$ cat config.mk
export PLATFORM = sky130hd
export DESIGN_NAME = alu_seq_flat
export DESIGN_NICKNAME = d
export VERILOG_FILES = /design/src/rtl/alu_seq_if.sv /design/src/rtl/alu_seq.sv /design/src/flat_wrapper.sv
export SDC_FILE = /design/constraint.sdc
export NUM_CORES = 1
export LEC_CHECK = 0
export ABC_AREA = 1
export ABC_CLOCK_PERIOD_IN_PS = 6400
export CORE_MARGIN = 10
export CORE_UTILIZATION = 40
export DETAILED_ROUTE_END_ITERATION = 16
export PLACE_DENSITY = 0.55
export REMOVE_ABC_BUFFERS = 1
export SETUP_SLACK_MARGIN = 0.2
export SYNTH_ARGS = -nofsm -noshare
export SYNTH_HDL_FRONTEND = slang
export SYNTH_SLANG_ARGS = --single-unit
$ cat constraint.sdc
create_clock -name clk -period 6.4 [get_ports clk]
set_clock_uncertainty 0.15 [all_clocks]
set_input_delay 1.6 -clock clk [delete_from_list [all_inputs] [get_ports clk]]
set_output_delay 1.6 -clock clk [all_outputs]
set_load 0.05 [all_outputs]
$ cat src/rtl/alu_seq_if.sv
// Controller <-> ALU bus: op request (start/opcode/a/b) and status/result return.
//   master: controller side, drives start/opcode/a/b, observes busy/done/result/flags
//   slave : ALU side, observes the request, drives busy/done/result/flags
interface alu_seq_if #(
    parameter int unsigned WIDTH = 16
) ();
    logic             start;
    logic [2:0]       opcode;
    logic [WIDTH-1:0] a;
    logic [WIDTH-1:0] b;
    logic             busy;
    logic             done;
    logic [WIDTH-1:0] result;
    logic [4:0]       flags;

    modport master (
        output start, opcode, a, b,
        input  busy, done, result, flags
    );

    modport slave (
        input  start, opcode, a, b,
        output busy, done, result, flags
    );
endinterface

$ cat src/rtl/alu_seq.sv
// Registered parametrised ALU with an iterative shift-add unsigned multiply.
//   clk    : rising-edge clock
//   reset  : synchronous active-high reset
//   bus    : alu_seq_if.slave
//            start/opcode/a/b in; busy/done/result/flags out (all registered)
//   flags  : {Z,C,F,N,L} in bits [4:0], held until the next done pulse
// Single-cycle ops register their result at the accepting edge (done on the next cycle).
// MUL loads the counter with WIDTH at the accepting edge and retires one multiplier bit
// per edge; done rises on the edge where the counter reaches 0.
module alu_seq #(
    parameter int unsigned WIDTH = 16,
    parameter int unsigned CNT_W = 6
) (
    input  logic      clk,
    input  logic      reset,
    alu_seq_if.slave  bus
);
    localparam int unsigned MSB = WIDTH - 1;
    localparam int unsigned PW  = 2 * WIDTH;

    localparam logic [2:0] OP_ADDU = 3'b000;
    localparam logic [2:0] OP_ADD  = 3'b001;
    localparam logic [2:0] OP_SUB  = 3'b010;
    localparam logic [2:0] OP_CMP  = 3'b011;
    localparam logic [2:0] OP_AND  = 3'b100;
    localparam logic [2:0] OP_OR   = 3'b101;
    localparam logic [2:0] OP_XOR  = 3'b110;
    localparam logic [2:0] OP_MUL  = 3'b111;

    typedef enum logic [0:0] {IDLE, MUL} state_t;

    state_t           state_q, state_d;
    logic             busy_q, busy_d;
    logic             done_q, done_d;
    logic [WIDTH-1:0] result_q, result_d;
    logic [4:0]       flags_q, flags_d;
    logic [CNT_W-1:0] cnt_q, cnt_d;
    logic [WIDTH-1:0] mcand_q, mcand_d;
    logic [PW-1:0]    prod_q, prod_d;

    // Single-cycle ALU path, evaluated on the live request inputs
    logic [WIDTH:0]   sum_x, diff_x;
    logic [WIDTH-1:0] alu_r;
    logic [4:0]       alu_f;
    logic             f_z, f_c, f_f, f_n, f_l;

    // Multiply step: prod holds {accumulator, remaining multiplier bits}
    logic [WIDTH:0]   mul_sum;
    logic [PW-1:0]    prod_step;

    assign bus.busy   = busy_q;
    assign bus.done   = done_q;
    assign bus.result = result_q;
    assign bus.flags  = flags_q;

    // Combinational result/flags for the non-MUL ops
    always_comb begin
        sum_x  = {1'b0, bus.a} + {1'b0, bus.b};
        diff_x = {1'b0, bus.a} - {1'b0, bus.b};
        alu_r  = '0;
        f_c    = 1'b0;
        f_f    = 1'b0;
        f_n    = 1'b0;
        f_l    = 1'b0;
        case (bus.opcode)
            OP_ADDU: begin
                alu_r = sum_x[MSB:0];
                f_c   = sum_x[WIDTH];
            end
            OP_ADD: begin
                alu_r = sum_x[MSB:0];
                f_f   = (bus.a[MSB] == bus.b[MSB]) && (alu_r[MSB] != bus.a[MSB]);
            end
            OP_SUB: begin
                alu_r = diff_x[MSB:0];
                f_c   = diff_x[WIDTH];
                f_f   = (bus.a[MSB] != bus.b[MSB]) && (alu_r[MSB] != bus.a[MSB]);
            end
            OP_CMP: begin
                f_l = bus.a < bus.b;
                f_n = $signed(bus.a) < $signed(bus.b);
            end
            OP_AND: begin
                alu_r = bus.a & bus.b;
                f_n   = alu_r[MSB];
            end
            OP_OR: begin
                alu_r = bus.a | bus.b;
                f_n   = alu_r[MSB];
            end
            OP_XOR: begin
                alu_r = bus.a ^ bus.b;
                f_n   = alu_r[MSB];
            end
            default: ;
        endcase
        // CMP reports equality in Z instead of a zero result
        f_z   = (bus.opcode == OP_CMP) ? (bus.a == bus.b) : (alu_r == '0);
        alu_f = {f_z, f_c, f_f, f_n, f_l};
    end

    // One shift-add iteration
    always_comb begin
        mul_sum   = {1'b0, prod_q[PW-1:WIDTH]} + (prod_q[0] ? {1'b0, mcand_q} : '0);
        prod_step = {mul_sum, prod_q[MSB:1]};
    end

    // Next-state and registered-output logic
    always_comb begin
        state_d  = state_q;
        busy_d   = busy_q;
        done_d   = 1'b0;
        result_d = result_q;
        flags_d  = flags_q;
        cnt_d    = cnt_q;
        mcand_d  = mcand_q;
        prod_d   = prod_q;
        case (state_q)
            IDLE: begin
                if (bus.start) begin
                    mcand_d = bus.a;
                    if (bus.opcode == OP_MUL) begin
                        prod_d  = {{WIDTH{1'b0}}, bus.b};
                        cnt_d   = CNT_W'(WIDTH);
                        busy_d  = 1'b1;
                        state_d = MUL;
                    end else begin
                        result_d = alu_r;
                        flags_d  = alu_f;
                        done_d   = 1'b1;
                    end
                end
            end
            MUL: begin
                prod_d = prod_step;
                cnt_d  = cnt_q - CNT_W'(1);
                if (cnt_q == CNT_W'(1)) begin
                    state_d  = IDLE;
                    busy_d   = 1'b0;
                    done_d   = 1'b1;
                    result_d = prod_step[MSB:0];
                    flags_d  = {prod_step[MSB:0] == '0, prod_step[PW-1:WIDTH] != '0, 3'b000};
                end
            end
            default: state_d = IDLE;
        endcase
    end

    // State register
    always_ff @(posedge clk) begin
        if (reset) begin
            state_q  <= IDLE;
            busy_q   <= 1'b0;
            done_q   <= 1'b0;
            result_q <= '0;
            flags_q  <= '0;
            cnt_q    <= '0;
            mcand_q  <= '0;
            prod_q   <= '0;
        end else begin
            state_q  <= state_d;
            busy_q   <= busy_d;
            done_q   <= done_d;
            result_q <= result_d;
            flags_q  <= flags_d;
            cnt_q    <= cnt_d;
            mcand_q  <= mcand_d;
            prod_q   <= prod_d;
        end
    end
endmodule

$ cat src/flat_wrapper.sv
// flat-port wrapper written by rule: the top's interface ports become plain ports
module alu_seq_flat 
#(
    parameter int unsigned WIDTH = 16,
    parameter int unsigned CNT_W = 6
)
  (clk, reset, bus_start, bus_opcode, bus_a, bus_b, bus_busy, bus_done, bus_result, bus_flags);
  alu_seq_if #(.WIDTH(WIDTH)) bus_i ();
  input  logic clk;
  input  logic reset;
  input wire logic [$bits(bus_i.start)-1:0] bus_start;
  input wire logic [$bits(bus_i.opcode)-1:0] bus_opcode;
  input wire logic [$bits(bus_i.a)-1:0] bus_a;
  input wire logic [$bits(bus_i.b)-1:0] bus_b;
  output wire logic [$bits(bus_i.busy)-1:0] bus_busy;
  output wire logic [$bits(bus_i.done)-1:0] bus_done;
  output wire logic [$bits(bus_i.result)-1:0] bus_result;
  output wire logic [$bits(bus_i.flags)-1:0] bus_flags;
  assign bus_i.start = bus_start;
  assign bus_i.opcode = bus_opcode;
  assign bus_i.a = bus_a;
  assign bus_i.b = bus_b;
  assign bus_busy = bus_i.busy;
  assign bus_done = bus_i.done;
  assign bus_result = bus_i.result;
  assign bus_flags = bus_i.flags;
  alu_seq #(.WIDTH(WIDTH), .CNT_W(CNT_W)) u_core (.clk(clk), .reset(reset), .bus(bus_i));
endmodule
# [Word-level counts from Yosys, hierarchy flattened]
# Index checks and enable logic that the tools add are counted.
[op_classes] addsub=4 n_lt_le_gt_ge=2 eq_ne=17 mux=33 bitwise=4 reduce_logical=11
[ops] operator="one-hot mux 16 bit (5 select lines)" n=1
[ops] operator="2-to-1 mux 16 bit" n=4
[ops] operator="2-to-1 mux 32 bit" n=2
[ops] operator="one-hot mux 32 bit (2 select lines)" n=1
[ops] operator="zero test 16 bit" n=2
[ops] operator="< comparator 16 bit" n=2
[ops] operator="one-hot mux 16 bit (2 select lines)" n=1
[ops] operator="adder 16 x 16 -> 17 bit" n=1
[ops] operator="adder 16 x 17 -> 17 bit" n=1
[ops] operator="subtractor 16 x 16 -> 17 bit" n=1
[ops] operator="bitwise AND 16 bit" n=1
[ops] operator="== test 16 bit" n=1
[ops] operator="OR 16 bit" n=1
[ops] operator="nonzero test 16 bit" n=1
[ops] operator="XOR 16 bit" n=1
[ops] operator="2-to-1 mux 5 bit" n=3
[ops] operator="== test 3 bit (second input constant)" n=4
[ops] operator="2-to-1 mux 6 bit" n=2
[ops] operator="one-hot mux 6 bit (2 select lines)" n=1
[ops] operator="2-to-1 mux 1 bit" n=11
[ops] operator="one-hot mux 1 bit (2 select lines)" n=5
[ops] operator="one-hot mux 5 bit (2 select lines)" n=1
[ops] operator="== test 3 x 2 -> 1 bit (second input constant)" n=2
[ops] operator="== test 6 x 1 -> 1 bit (second input constant)" n=1
[ops] operator="13 further kinds" n=20
[word_totals] ff_bits=78 input_bits=38 output_inout_bits=23 wordCells=79

# [Logic depth before layout (Yosys ltp)]
# Gate-level depths: netlist of the first run.
[logic_depth] word_depth=8 ltp_mapped=20 mapped_depth_nobuf=20

# [Worst setup path after synthesis of the first run]
# OpenSTA, ideal clock, no wires.
[synth_timing] kind="in2reg" from="in bus_b[0]" to="reg u_core.flags_q[4], in the netlist u_core.bus.flags[4]" setup_ps=70 arrival_time_ps=3383 required_ps=6180 setup_slack_ps=2797 path_stages=18 path_buffers=0 path_cell_list="ha_1 > inv_1 > fa_1 > inv_1 > nand3_1 > nand2_1 > nand2_1 > nand2_1 > nand2_1 > a21oi_1 > nor2_1 > nor2_1 > nand2_1 > nor2_1 > nand3_1 > nand2_1 > nand2_1 > a21oi_1"
[synth_via] elab_chain_len=7 word_cells_on_any_way=12 cone_classes="add/sub: 2; eq/ne: 1; mux: 5; bitwise: 3; reduce/logical: 1"
[synth_rtl] item="start, declared" line_no="flat_wrapper.sv:14" rtl="input wire logic [$bits(bus_i.b)-1:0] bus_b;"
[synth_rtl] item="subtractor 16 x 16 -> 17 bit (tied with other cells)" line_no="alu_seq.sv:59" rtl="diff_x = {1'b0, bus.a} - {1'b0, bus.b};"
[synth_rtl] item="one-hot mux 16 bit (5 select lines)" line_no="alu_seq.sv:65" rtl="case (bus.opcode)"
[synth_rtl] item="zero test 16 bit" line_no="alu_seq.sv:98" rtl="f_z = (bus.opcode == OP_CMP) ? (bus.a == bus.b) : (alu_r == '0);"
[synth_rtl] item="2-to-1 mux 1 bit *" line_no="alu_seq.sv:98"
[synth_rtl] item="2-to-1 mux 5 bit *" line_no="alu_seq.sv:122" rtl="if (bus.opcode == OP_MUL) begin"
[synth_rtl] item="2-to-1 mux 5 bit *" line_no="alu_seq.sv:120" rtl="if (bus.start) begin"
[synth_rtl] item="one-hot mux 5 bit (2 select lines) *" line_no="alu_seq.sv:118" rtl="case (state_q)"
[synth_rtl] item="end signal, assigned" line_no="alu_seq.sv:165" rtl="flags_q <= flags_d;"
[synth_rtl] item="end, declared" line_no="alu_seq.sv:36" rtl="logic [4:0] flags_q, flags_d;"
# Mark *: on every way between the ends. The rest lies on a longest branch, timed or not. The select of a mux whose other input is x is not followed.
# A chain may end at the register's enable or synchronous reset.

# [Worst setup path after layout of the first run]
# Ends and elaborated chain as after synthesis.

==> results of run 1 <==
[worst register-to-register path: cells and delay by family (launching register included)]
family                     cells  cell delay [ns]
DFF                            1             0.51
xor gates and xnor gates       1             0.17
AOI/OAI and AO/OA              3             0.55
adders and majority gates      2             0.64
and+or+nand+nor                6             0.86
buffers and inverters          2             0.12
[final cells by class]
| cell class | count | area, sq um | area share |
|---|---|---|---|
| clock inverters | 7 | 105 | 0.0138 |
| well taps | 216 | 270 | 0.0354 |
| multi-input cells | 807 | 4310 | 0.564 |
| inverters | 143 | 537 | 0.0702 |
| clock buffers | 9 | 225 | 0.0295 |
| repair buffers | 65 | 633 | 0.0828 |
| flip-flops and latches | 78 | 1560 | 0.204 |
[cells in the final DEF (no fill, tap or decap), drive strengths merged, types with 2 or more instances in the layout]
cell type	count
a221oi	5
clkinv	2
bufinv	2
inv	145
nor2	97
nand2	292
a21boi	5
o21bai	5
fa	3
nand4	12
clkbuf	9
nand3	75
xnor2	4
o22ai	4
a31oi	33
a21oi	98
nor3	12
xor2	11
o21ai	64
nor4	4
or2	7
clkdlybuf4s50	59
buf	6
ha	69
dfxtp	78
[layer usage]
| layer | routed length (um) | share of wire | vias to the layer above |
|---|---|---|---|
| met1 | 10700 | 0.46 | 3173 |
| met5 | 0 | 0 | - |
| met4 | 471 | 0.020 | 0 |
| li1 | - | - | 3559 |
| met3 | 1470 | 0.064 | 34 |
| met2 | 10500 | 0.45 | 224 |
[logic make-up (layout without fill, tap and decap cells)]
kind of cell,after synthesis,count (layout),synth area share
buf+inv,182,224,0.111
flops,78,78,0.237
fa+ha+maj,72,72,0.140
xor+xnor,15,15,0.0199
simple gates,501,501,0.311
compound gates,219,219,0.182
[sequential cells by signal, summed over array words and instances (netlist names)]
signal	flops
u_core.bus.busy	1
u_core.bus.result	16
u_core.prod_q	32
u_core.state_q	1
u_core.bus.done	1
u_core.bus.flags	5
u_core.cnt_q	6
u_core.mcand_q	16
[report_power, final]
group	switching, mW	total [mW]	internal [mW]
logic	0.282	0.414	0.132
clock network	0.237	0.585	0.348
registers	0.0139	0.524	0.510
[per-stage QoR]
step / power [mW] / cell area, sq um / instances
2_1_floorplan: 0.789 / 6410 / 1028
3_3_place_gp: 0.948 / 7310 / 1309
3_5_place_dp: 0.943 / 7310 / 1309
4_1_cts: 1.53 / 7640 / 1325
5_1_grt: 1.60 / 7640 / 1325
6_report: 1.52 / 7640 / 1325
[how the worst min path moves through the flow]
| stage | start | end | slack [ns] | cells after the start |
|---|---|---|---|---|
| finish | u_core.bus.busy$_SDFFE_PP0P_ | u_core.bus.busy$_SDFFE_PP0P_ | 0.32 | 2 |
| global route | u_core.prod_q[16]$_SDFFE_PP0P_ | u_core.prod_q[16]$_SDFFE_PP0P_ | 0.33 | 2 |
| CTS | u_core.prod_q[16]$_SDFFE_PP0P_ | u_core.prod_q[16]$_SDFFE_PP0P_ | 0.32 | 2 |
| detailed placement | u_core.bus.busy$_SDFFE_PP0P_ | u_core.bus.busy$_SDFFE_PP0P_ | 0.31 | 2 |
| global placement | u_core.cnt_q[5]$_SDFFE_PP0P_ | u_core.cnt_q[5]$_SDFFE_PP0P_ | 0.30 | 2 |
| floorplan | u_core.prod_q[16]$_SDFFE_PP0P_ | u_core.prod_q[16]$_SDFFE_PP0P_ | 0.29 | 2 |
[synth_stat cells]
library cell,instances,area [sq um]
nand2_1,292,1100
inv_1,139,522
a21oi_1,98,490
nor2_1,97,364
dfxtp_1,78,1560
nand3_1,75,375
ha_1,69,863
o21ai_0,64,320
a31oi_1,33,206
clkbuf_1,21,78.8
nand4_1,12,75.1
nor3_1,12,60.1
xor2_1,11,96.3
buf_2,8,40.0
or2_2,7,43.8
a21boi_0,5,37.5
a221oi_1,5,43.8
o21bai_1,5,37.5
nor4_1,4,25.0
o22ai_1,4,25.0
xnor2_1,4,35.0
buf_4,3,22.5
fa_1,3,60.1
inv_2,3,11.3
buf_1,2,7.51
buf_6,2,22.5
clkbuf_2,2,10.0
a21o_1,1,7.51
a22oi_1,1,7.51
a2bb2oi_1,1,8.76
and2_1,1,6.26
clkbuf_8,1,13.8
clkinv_1,1,3.75
o31ai_1,1,7.51
o41ai_1,1,8.76
or3_1,1,6.26
==> out/results.ini, run 1 <==
[synth]
yosysUniqueCellTypes=36
ys_seq_area_frac=0.237
netlist_instances=1067
ys_seq_elements=78
syn_area_sq_um=6600
ys_warn_count=0
avgSynthCellArea_sq_um=6.19

[floorplanning]
die_area_sq_um=22000
fp.dieW_um=148
fp.dieH_um=148
io_pins=61
std_cell_rows=46
start_util=0.411
core_sq_um=16100

[sta]
hold_ws_ns=0.316
final.min_clock_period_ns=4.42
hold_viol_final=0
relSlewSlack=0.206
setup_ws_ns=1.98
fin_crit_sh=0.691
tns_ns=0
setup_viol=0
rsz0062_at_grt=false
tightest_slew_ns=1.19
maxSlewViolCount=0
max_freq_mhz=226

[layout]
antenna_cells=0
syn2layout_area_growth_pct=15.8
fillers=1749
drive_above_1_share=0.0298
final_util=0.476
nets=1214

[place]
place.gp.congestion=0.994
hpwl_um=17900
dp_slack_ns=1.69
port_buffers=60

[critical_path]
cp-start-kind=input port
critical_path.startpoint=bus_b[0]
endpoint=u_core.bus.flags[4]$_SDFFE_PP0P_
cpPeakStageDelay_ns=0.55
crit_top_cell=nand2_1
critPathMaxFanout=4
required_ns=6.54
end_kind=flop
rrSetupSlack_ns=3.25
reg2reg_to=u_core.bus.flags[3]$_SDFFE_PP0P_
rr_startpoint=u_core.prod_q[0]$_SDFFE_PP0P_
reg2reg_depth=14
critPathBufInv=3
critPathKind=in -> reg
slowest_stage=clkdlybuf4s50_1
worstPathArrival_ns=4.56
cp_top_family=simple AND/OR/NAND/NOR gates
cp.depth=19
crit_chain=clkdlybuf4s50_1 > ha_1 > inv_1 > fa_1 > inv_1 > nand3_1 > nand2_1 > nand2_1 > nand2_1 > nand2_1 > a21oi_1 > nor2_1 > nor2_1 > nand2_1 > nor2_1 > nand3_1 > nand2_1 > nand2_1 > a21oi_1

[global_routing]
antenna_found_initial=0
grt_max_degree=45
grt_overflow_total=0
track_usage=0.208
grt_use_met2=0.338
busiest_layer=met2
grt_pass1_wl_um=36300
met3_usage=0.0449
grt_pass1_vias=6668
use_met1=0.270

[route]
ant_nets=0
route.detailed.drc=0
first_pass_iters=5
post_drt_wl_per_cell_um=17.4
wl_um=23100
vias=6990
avgViaCountPerCell=5.28
drtIter0Drc=673

[flow_run]
maxCapViolations=0

[power]
leakagePower_nw=3.75
power_density_nw_per_um2=199
ir_drop_mv=0.154

[hold_path]
min_path_type=reg -> reg

[status]
status=finished clean

[cts]
htreeDepth=3
cts_tree=yes
clk_pin_slew_worst_paths_ns=0.07
post_cts_buffers=0
clockBufferDepth=2
cts_num_sinks=78
cts_made_buffers=9
clock_latency_ns=0.36
hold_buffers=0
post_cts_resized=0
root_buffer=clkbuf_16

Note: power is estimated with default switching activity, not from simulation.
==> inputs of run 2 (changes only) <==
ABC_CLOCK_PERIOD_IN_PS = 4100   (was 6400)
clock period = 4.1 ns   (was 6.4 ns; I/O delays follow)
==> out/results.ini, run 2 (synthesis gave the netlist of run 1 again) <==
[status]
status=finished clean

[global_routing]
grt_overflow_total=0
antenna_found_initial=0
grt_max_degree=44
grt_pass1_wl_um=36900
track_usage=0.211
grt_pass1_vias=6878

[floorplanning]
core_sq_um=16100
die_area_sq_um=22000
io_pins=61
fp.dieW_um=148
start_util=0.411
fp.dieH_um=148
std_cell_rows=46

[sta]
rsz0062_at_grt=false
hold_viol_final=0
fin_crit_sh=0.902
tns_ns=0
max_freq_mhz=270
setup_ws_ns=0.400
relSlewSlack=0.301
tightest_slew_ns=1.05
maxSlewViolCount=0
setup_viol=0
final.min_clock_period_ns=3.70

[layout]
syn2layout_area_growth_pct=18.5
fillers=1742
final_common_cell=nand2_1
nets=1235
final_util=0.487
drive_above_1_share=0.0522
multi_input_area_sq_um=4340
largest_reg_flops=32
largest-register=u_core.prod_q
antenna_cells=0
final_cell_mix=nand2_1, inv_1, nor2_1
regArea_sq_um=1560
stdcell_count=1346
final_cell_area_sq_um=7820

[place]
place.gp.congestion=0.987
port_buffers=60
hpwl_um=18200
placed_cells=1330
dp_slack_ns=0.0826
placement.cell_area_sq_um=7470

[cts]
clockBufferDepth=2
cts_num_sinks=78
clock_latency_ns=0.35
htreeDepth=3
cts_tree=yes
cts_made_buffers=9
clk_pin_slew_worst_paths_ns=0.07
hold_buffers=0
root_buffer=clkbuf_16

[route]
route.detailed.drc=0
vias=7010
ant_nets=0
wl_um=23400
first_pass_iters=5
avgViaCountPerCell=5.21
post_drt_wl_per_cell_um=17.4
drtIter0Drc=557

[flow_run]
maxCapViolations=0

[critical_path]
end_kind=flop
worstPathArrival_ns=3.83
required_ns=4.23
rr_startpoint=u_core.prod_q[0]$_SDFFE_PP0P_
critPathKind=in -> reg
critical_path.startpoint=bus_b[0]
cp-start-kind=input port
critPathMaxFanout=4

[power]
ir_drop_mv=0.250
power_density_nw_per_um2=304
leakagePower_nw=3.86

[hold_path]
hold_start=u_core.bus.busy$_SDFFE_PP0P_
min_path_type=reg -> reg

[run 2: final cells by class]
type                    count  area share
inverters                 143      0.0686
repair buffers             86       0.101
clock buffers               9      0.0288
multi-input cells         807       0.555
clock inverters             7      0.0123
flip-flops and latches     78       0.200
well taps                 216      0.0346
[run 2: worst max-delay path, cell delays in order]
cell and delay (ns):
clkdlybuf4s50_1 0.55, ha_1 0.20, inv_1 0.05, fa_1 0.39
inv_1 0.14, nand3_1 0.11, nand2_1 0.13, nand2_1 0.08
nand3_1 0.07, nand3_1 0.09, nand2_1 0.08, nand3_1 0.14
nor2_1 0.16, nand3_1 0.10, nor2_1 0.16, nand3_1 0.09
nand2_1 0.06, nand2_1 0.06, a21oi_2 0.13
[run 2: path summary, 6_finish.rpt]
check	end	slack, ns	cells past startpoint
worst max-delay path	u_core.bus.flags[4]$_SDFFE_PP0P_	0.40	19
worst min-delay path	u_core.bus.busy$_SDFFE_PP0P_	0.32	2
worst max register to register	u_core.bus.flags[3]$_SDFFE_PP0P_	1.02	14
worst min register to register	u_core.bus.busy$_SDFFE_PP0P_	0.32	2
[run 2: where the power goes]
| group | internal [mW] | switching [mW] |
|---|---|---|
| Sequential | 0.796 | 0.0213 |
| Clock | 0.537 | 0.350 |
| Combinational | 0.224 | 0.449 |
[run 2: through the flow]
stage / hold slack, ns / total power, mW
after CTS: 0.320 / 2.40
after global placement: 0.303 / 1.50
after detailed placement: 0.305 / 1.49
after global routing: 0.343 / 2.51
after floorplan: 0.289 / 1.23
final: 0.315 / 2.38
[run 2: routing by layer]
metal  share of wire  up-vias  global-route usage
met3           0.053       55              0.0346
met1            0.47     3133               0.274
met2            0.44      221               0.333
met5               0        -                   0
li1                -     3601                   -
met4           0.042        0               0.101
[run 2: repair_timing]
item                                    4_1_cts  5_1_grt
endpoints found under the setup margin        0        1
buffers inserted                              0        0
resized for setup                             0        7
==> inputs of run 3 (changes only) <==
CORE_UTILIZATION = 30   (was 40)
PLACE_DENSITY = 0.43   (was 0.55)
==> out/results.ini, run 3 (synthesis gave the netlist of run 1 again) <==
[power]
switching_share=0.371
p_seq_frac=0.360
p_clk_frac=0.341
leakagePower_nw=3.85
p_sw_uw=847
power_density_nw_per_um2=290
combPwrFrac=0.300
ir_drop_mv=0.181
internal_power_mw=1.44

[route]
first_pass_iters=5
post_drt_wl_per_cell_um=18.0
ant_nets=0
route.detailed.drc=0
wl_um=25400
drtIter0Drc=477
avgViaCountPerCell=5.02
vias=7107

[place]
placement.cell_area_sq_um=7590
hpwl_um=20000
port_buffers=60
place.gp.congestion=0.948

[cts]
cts_tree=yes
hold_buffers=0
clock_latency_ns=0.36
htreeDepth=3
cts_num_sinks=78
clockBufferDepth=2
clk_pin_slew_worst_paths_ns=0.06
cts_made_buffers=9
root_buffer=clkbuf_16

[layout]
antenna_cells=0
final_common_cell=nand2_1
largest_reg_flops=32
regArea_sq_um=1560
drive_above_1_share=0.0555
nets=1241
fillers=2468
final_cell_area_sq_um=7890
final_cell_mix=nand2_1, inv_1, a21oi_1
multi_input_area_sq_um=4330
syn2layout_area_growth_pct=19.5
largest-register=u_core.prod_q

[floorplanning]
fp.dieW_um=168
fp.dieH_um=168
io_pins=61
start_util=0.303
core_sq_um=21800
die_area_sq_um=28300
std_cell_rows=54

[sta]
tightest_slew_ns=0.769
hold_ws_ns=0.314
relSlewSlack=0.485
max_freq_mhz=271
hold_viol_final=0
maxSlewViolCount=0
fin_crit_sh=0.899
rsz0062_at_grt=false
setup_viol=0
final.min_clock_period_ns=3.69

[global_routing]
track_usage=0.176
antenna_found_initial=0
grt_pass1_wl_um=39300
grt_overflow_total=0
grt_pass1_vias=6832
grt_max_degree=44

[critical_path]
worstPathArrival_ns=3.82
critPathKind=in -> reg
end_kind=flop
required_ns=4.24
critPathMaxFanout=11
cp-start-kind=input port

[status]
status=finished clean

[hold_path]
min_path_type=reg -> reg

[flow_run]
maxCapViolations=0

run 3: final timing paths:
check,cells after the start,slack (ns),to,start
max reg2reg,14,0.95,u_core.bus.flags[3]$_SDFFE_PP0P_,u_core.prod_q[0]$_SDFFE_PP0P_
min,2,0.31,u_core.bus.busy$_SDFFE_PP0P_,u_core.bus.busy$_SDFFE_PP0P_
min reg2reg,2,0.31,u_core.bus.busy$_SDFFE_PP0P_,u_core.bus.busy$_SDFFE_PP0P_
max,17,0.41,u_core.bus.flags[4]$_SDFFE_PP0P_,bus_a[12]
run 3: what timing repair did:
action,in CTS,in global routing
resized for setup,0,4
buffers inserted,0,0
endpoints found under the setup margin,0,2
run 3: area by class of cell:
cell class,count,share of cell area
clock buffer,9,0.0286
tap,280,0.0444
inverter,143,0.0681
sequential,78,0.198
timing repair buffer,92,0.106
clock inverter,7,0.00619
multi-input combinational,807,0.549
run 3: power by group through the flow:
| stage | Combinational, mW | Clock (mW) | Sequential, mW |
|---|---|---|---|
| 2_1_floorplan | 0.338 | 0 | 0.893 |
| 3_3_place_gp | 0.683 | 0 | 0.838 |
| 3_5_place_dp | 0.677 | 0 | 0.838 |
| 4_1_cts | 0.680 | 0.804 | 0.821 |
| 5_1_grt | 0.755 | 0.833 | 0.825 |
| 6_report | 0.685 | 0.778 | 0.821 |
run 3: stage by stage:
stage	utilization	setup WS (ns)	setup TNS, ns	total power [mW]	cells
2_1_floorplan	-	0.620	0	1.23	1028
3_3_place_gp	0.349	-0.0209	-0.0209	1.52	1400
3_5_place_dp	0.349	0.0302	0	1.52	1400
4_1_cts	0.362	0.379	0	2.30	1416
5_1_grt	0.362	0.224	0	2.41	1416
6_report	0.362	0.414	0	2.28	1416
run 3: critical path: stages:
cell and delay [ns]:
clkdlybuf4s50_1 0.50, inv_1 0.13, ha_1 0.54, nand2_1 0.12, inv_1 0.12, nand3_1 0.10, nor3_1 0.28, nand2_1 0.18
a21oi_1 0.16, nor2_1 0.07, nor2_1 0.10, nand2_1 0.07, nor2_1 0.11, nand3_1 0.08, nand2_1 0.06, nand2_1 0.05
a21oi_1 0.12
run 3: routing by layer:
layer / global-route usage / vias to the layer above / wire length [um]
met2: 0.282 / 185 / 11600
met5: 0 / - / 0
met4: 0.0416 / 0 / 303
li1: - / 3611 / -
met3: 0.0182 / 20 / 1140
met1: 0.248 / 3291 / 12400
